==> config.mk <==
export PLATFORM = sky130hd
export DESIGN_NAME = ysyx_22041211_mem_arbiter
export DESIGN_NICKNAME = d
export VERILOG_FILES = /design/src/rtl/ysyx_22041211_mem_arbiter.sv
export SDC_FILE = /design/constraint.sdc
export NUM_CORES = 1
export LEC_CHECK = 0
export ABC_AREA = 1
export BUFFER_PORTS_ARGS = -buffer_cell sky130_fd_sc_hd__buf_4
export CAP_MARGIN = 20
export CORE_AREA = 2 2 106 108
export CTS_CLUSTER_SIZE = 40
export DETAILED_ROUTE_END_ITERATION = 10
export DIE_AREA = 0 0 108 110
export PLACE_DENSITY = 0.51
export SYNTH_ARGS = -nofsm -noshare
export SYNTH_HDL_FRONTEND = slang
export SYNTH_SLANG_ARGS = --single-unit
==> constraint.sdc <==
create_clock -name clk -period 1.75 [get_ports clk]
set_input_delay 0.0875 -clock clk [delete_from_list [all_inputs] [get_ports clk]]
set_output_delay 0.0875 -clock clk [all_outputs]
set_load 0.03 [all_outputs]
==> src/rtl/ysyx_22041211_mem_arbiter.sv <==
// ============================================================================
// ysyx_22041211_mem_arbiter : IFU/LSU to single memory port arbiter with watchdog
// Option macro YSYX_22041211_ARB_RR_EN selects round-robin (else LSU priority).
// Revision: 1.0
// ============================================================================
`default_nettype none

module ysyx_22041211_mem_arbiter #(
  parameter int DATA_LEN       = 32,
  parameter int TIMEOUT_CYCLES = 255
) (
  input  logic                clk,
  input  logic                rst_n,
  input  logic                ifu_req_valid,
  output logic                ifu_req_ready,
  input  logic [DATA_LEN-1:0] ifu_addr,
  output logic                ifu_rsp_valid,
  output logic [DATA_LEN-1:0] ifu_rdata,
  input  logic                lsu_req_valid,
  output logic                lsu_req_ready,
  input  logic [DATA_LEN-1:0] lsu_addr,
  input  logic                lsu_wen,
  input  logic [DATA_LEN-1:0] lsu_wdata,
  input  logic [3:0]          lsu_wmask,
  output logic                lsu_rsp_valid,
  output logic [DATA_LEN-1:0] lsu_rdata,
  output logic                mem_req_valid,
  input  logic                mem_req_ready,
  output logic [DATA_LEN-1:0] mem_addr,
  output logic [DATA_LEN-1:0] mem_wdata,
  output logic                mem_wen,
  output logic [3:0]          mem_wmask,
  input  logic                mem_rsp_valid,
  input  logic [DATA_LEN-1:0] mem_rdata,
  output logic                bus_err
);

  typedef enum logic [1:0] {
    ST_IDLE = 2'd0,
    ST_REQ  = 2'd1,
    ST_WAIT = 2'd2
  } state_t;

  localparam logic [7:0]          TIMEOUT_LIM = 8'(TIMEOUT_CYCLES);
  localparam logic [DATA_LEN-1:0] ERR_DATA    = DATA_LEN'(32'hDEAD_BEEF);

  state_t      state_q, state_d;
  logic        owner_q, owner_d;
  logic        last_grant_q, last_grant_d;
  logic [7:0]  wait_cnt_q, wait_cnt_d;
  logic        grant_lsu;
  logic        rsp_fire;
  logic [DATA_LEN-1:0] rsp_data;

`ifdef YSYX_22041211_ARB_RR_EN
  // On a tie the master that did not win last time is served.
  always_comb begin
    grant_lsu = lsu_req_valid;
    if (ifu_req_valid && lsu_req_valid) begin
      grant_lsu = ~last_grant_q;
    end
  end
`else
  assign grant_lsu = lsu_req_valid;
`endif

  always_ff @(posedge clk or negedge rst_n) begin
    if (!rst_n) begin
      state_q      <= ST_IDLE;
      owner_q      <= 1'b0;
      last_grant_q <= 1'b1;
      wait_cnt_q   <= 8'd0;
    end else begin
      state_q      <= state_d;
      owner_q      <= owner_d;
      last_grant_q <= last_grant_d;
      wait_cnt_q   <= wait_cnt_d;
    end
  end

  always_comb begin
    state_d       = state_q;
    owner_d       = owner_q;
    last_grant_d  = last_grant_q;
    wait_cnt_d    = wait_cnt_q;
    ifu_req_ready = 1'b0;
    lsu_req_ready = 1'b0;
    ifu_rsp_valid = 1'b0;
    lsu_rsp_valid = 1'b0;
    ifu_rdata     = '0;
    lsu_rdata     = '0;
    mem_req_valid = 1'b0;
    mem_addr      = '0;
    mem_wdata     = '0;
    mem_wen       = 1'b0;
    mem_wmask     = 4'b0000;
    bus_err       = 1'b0;
    rsp_fire      = 1'b0;
    rsp_data      = '0;

    case (state_q)
      ST_IDLE: begin
        if (ifu_req_valid || lsu_req_valid) begin
          owner_d = grant_lsu;
          state_d = ST_REQ;
        end
      end

      ST_REQ: begin
        mem_req_valid = 1'b1;
        if (owner_q) begin
          mem_addr      = lsu_addr;
          mem_wdata     = lsu_wdata;
          mem_wen       = lsu_wen;
          mem_wmask     = lsu_wmask;
          lsu_req_ready = mem_req_ready;
        end else begin
          mem_addr      = ifu_addr;
          ifu_req_ready = mem_req_ready;
        end
        if (mem_req_ready) begin
          state_d      = ST_WAIT;
          wait_cnt_d   = 8'd0;
          last_grant_d = owner_q;
        end
      end

      ST_WAIT: begin
        // A real response in the watchdog cycle takes precedence over the error.
        if (mem_rsp_valid) begin
          rsp_fire = 1'b1;
          rsp_data = mem_rdata;
          state_d  = ST_IDLE;
        end else if (wait_cnt_q == TIMEOUT_LIM) begin
          rsp_fire = 1'b1;
          rsp_data = ERR_DATA;
          bus_err  = 1'b1;
          state_d  = ST_IDLE;
        end else begin
          wait_cnt_d = wait_cnt_q + 8'd1;
        end
      end

      default: begin
        state_d = ST_IDLE;
      end
    endcase

    if (rsp_fire) begin
      if (owner_q) begin
        lsu_rsp_valid = 1'b1;
        lsu_rdata     = rsp_data;
      end else begin
        ifu_rsp_valid = 1'b1;
        ifu_rdata     = rsp_data;
      end
    end
  end

endmodule

`default_nettype wire
==> run_results.csv <==
group,metric,value,unit
placement,gp_congestion,0.721,
cts,path_clk_slew,50,ps
sta,relSlewSlack,73.7,%
detailed_routing,drc,0,
job,drv_cap,0,
setup_path,cp_max_fo,8,
cts,cts_root_buffer,"clkbuf_8",
setup_path,critPathKind,"reg2out",
detailed_routing,ant_nets,0,
detailed_routing,wire_per_inst,14.2,um
yosys,yosysWarnings,0,
yosys,synth_top_cell_area_share,27.9,%
floorplanning,ios,278,
cts,cts.sinks,11,
detailed_routing,dr.pass1.iters,5,
detailed_routing,num_vias,3490,
yosys,yosysMostFrequentCell,"nand2_1",
placement,dpl.cell_count,790,
detailed_routing,first_iter_violations,149,
pwr,ir_drop,0.786,mV
setup_path,required,1660,ps
cells_and_area,nNetsFinal,807,
pwr,power_density,1200,mW/mm2
sta,fin_crit_sh,101,%
pwr,clock_power_share,4.4,%
floorplanning,dieArea,0.0119,mm2
detailed_routing,viasPerCell,4.33,
placement,io_buffers,277,
cells_and_area,area_delta_synth_final,139,%
hold_path,holdPathEnd,"owner_q",
global_route,grt_pass1_wl,15900,um
yosys,synth-main-ff-cell,"dfrtp_1",
yosys,synthCells,392,
yosys,synth_area_leaders,"nand2_1 (28%), nor2_1 (24%), dfrtp_1 (14%)",
detailed_routing,drt-total-wl,11400,um
global_route,grt-ovfl-total,0,
pwr,seq_power_share,6.8,%
setup_path,crit_slowest_cell,"dfrtp_1",
setup_path,r2r-start,"wait_cnt_q[1]",
setup_path,timing.rr.end,"wait_cnt_q[0]",
sta,worst_pin_slew,393,ps
global_route,grt_pass1_vias,3208,
setup_path,cp_cell_sequence,"ha_4, nand3_4, inv_2, nand2_4, nand2_8, nand3_2, nor2_1, buf_4",
cells_and_area,antennaDiodeCount,0,
pwr,comb_power_share,88.8,%
sta,hold_ws,68.6,ps
setup_path,slowest_delay,390,ps
yosys,ys_top_cells_by_count,"nand2_1 (143), nor2_1 (123), a21oi_1 (32)",
cts,insertion_delay,230,ps
yosys,synth_top_area_cell,"nand2_1",
yosys,ys_seq_area_share,14.3,%
pwr,internal_power,2170,uW
global_route,antenna_found_initial,0,
setup_path,worstPathArrival,1680,ps
hold_path,min_from,"lsu_req_valid",
global_route,grt_start_max_net_pins,72,
yosys,synth_nets,532,
sta,setup_slack,-21.8,ps
cells_and_area,final_cell_count_no_fill,806,
floorplanning,core_area,0.0107,mm2
cts,cts_max_level,1,
setup_path,critPathLaunchType,"flip-flop",
cts,cts_tree,"done",
floorplanning,fp.dieW,108,um
pwr,power.switching,3380,uW
floorplanning,initial_utilization,18.0,%
yosys,synth_edf_count,0,
sta,final.setup.tns,-84.3,ps
yosys,syn_avg_cell_area,4.91,um2
outcome,violations,"negative setup slack",
sta,rsz0062_at_grt,"yes",
yosys,ys_types,23,
sta,max_freq,564,MHz
yosys,async_flop_share,100,%
yosys,synth_area,0.00193,mm2
hold_path,whs_path_depth,3,
global_route,grtUsageTotal,16.7,%
floorplanning,num_rows,38,
sta,setup_violations,9,
sta,clock_skew,1.24,ps
cells_and_area,drive_above_1_share,52.1,%
hold_path,hold_class,"in2reg",
cts,cts_buffer_depth,2,
sta,finalMaxSlewViolations,0,
sta,period_needed,1770,ps
outcome,status,"finished with violations",
pwr,p_sw_share,60.9,%
setup_path,worstSetupStartpoint,"wait_cnt_q[1]",
setup_path,r2r_setup_slack,230,ps
floorplanning,die_h,110,um
yosys,synth-seq-cells,11,
setup_path,r2r_cells,8,
placement,hpwl,8520,um
cts,cts-buffers-inserted,3,
pwr,leakagePower,0.00245,uW
setup_path,cp-end-kind,"primary output",
sta,final-hold-violation-count,0,
==> worst max path at each step <==
stage,endpoint,slack [ps],cells after the start
after floorplan,mem_addr[29],70,4
after global placement,ifu_rdata[2],60,8
after detailed placement,ifu_rdata[31],-40,8
after CTS,lsu_rdata[7],5,8
after global routing,lsu_rdata[25],-120,8
final,lsu_rdata[26],-20,8
==> critical path: cells and delay by family (launching register included) <==
kind                     cells  cell delay, ps
adder cells (fa/ha/maj)      1             170
buffers and inverters        2             260
flip-flops                   1             390
AND/OR/NAND/NOR              5             620
==> cells by family after synthesis <==
group | synth area share [%]
xor+xnor | 0.910
buf+inv | 9.29
compound gates | 9.49
simple gates | 65.4
flops | 14.3
fa+ha+maj | 0.650
==> layout make-up <==
class / count / area, um2
fill: 1100 / 6100
inverter: 12 / 51.3
multi-input combinational: 349 / 1720
timing repair buffer: 290 / 2340
clock buffer: 4 / 45.0
tap: 140 / 175
sequential: 11 / 277
==> power groups by stage <==
stage	sequential, uW	combinational, uW	clock (uW)
3_5_place_dp	369	4600	0
2_1_floorplan	345	2850	0
4_1_cts	374	4810	253
6_report	376	4920	244
5_1_grt	383	5290	268
3_3_place_gp	364	4590	0
==> metal layers <==
metal | track usage (%) | up-vias | wire length, um
li1 | - | 1762 | -
met1 | 17.9 | 1547 | 4070
met2 | 34.0 | 177 | 6260
met3 | 3.53 | 4 | 1080
met4 | 2.01 | 0 | 29
met5 | 0 | - | 0
==> cells in the final DEF, fill, tap and decap left out, types with 2 or more instances in the layout <==
cell        n
nand2_4     2
a21oi_1    32
dfrtp_1    10
nand3_1     9
nand3_4     8
o21ai_0     2
nor2_1    110
clkbuf_8    3
buf_12      4
nor2_2     17
nor2_4     15
inv_1       6
nand3_2     2
buf_4     256
nand2_1   143
buf_6      29
nand2_2     2
inv_2       4
==> state kept, by name, indices dropped and copies added (netlist names) <==
| register | cells |
|---|---|
| wait_cnt_q | 8 |
| state_q | 2 |
| owner_q | 1 |
==> what timing repair did <==
action | in CTS | in global routing
gates resized for setup | 14 | 55
endpoints found under the hold margin | 11 | 0
setup buffers | 3 | 2
endpoints found under the setup margin | 50 | 58
gates cloned | 5 | 1
pin swaps | 2 | 6
hold buffers | 1 | 0
==> per-stage QoR <==
stage                     util, %  area (um2)  setup WS, ps  total power, uW
after floorplan                 -        1930          67.0             3200
after global placement       38.7        4140          56.3             4950
after detailed placement     38.7        4140         -37.8             4970
after CTS                    40.7        4350          4.85             5430
after global routing         43.0        4600          -116             5940
final                        43.0        4600         -21.8             5540
(Power assumes the default switching activity.)
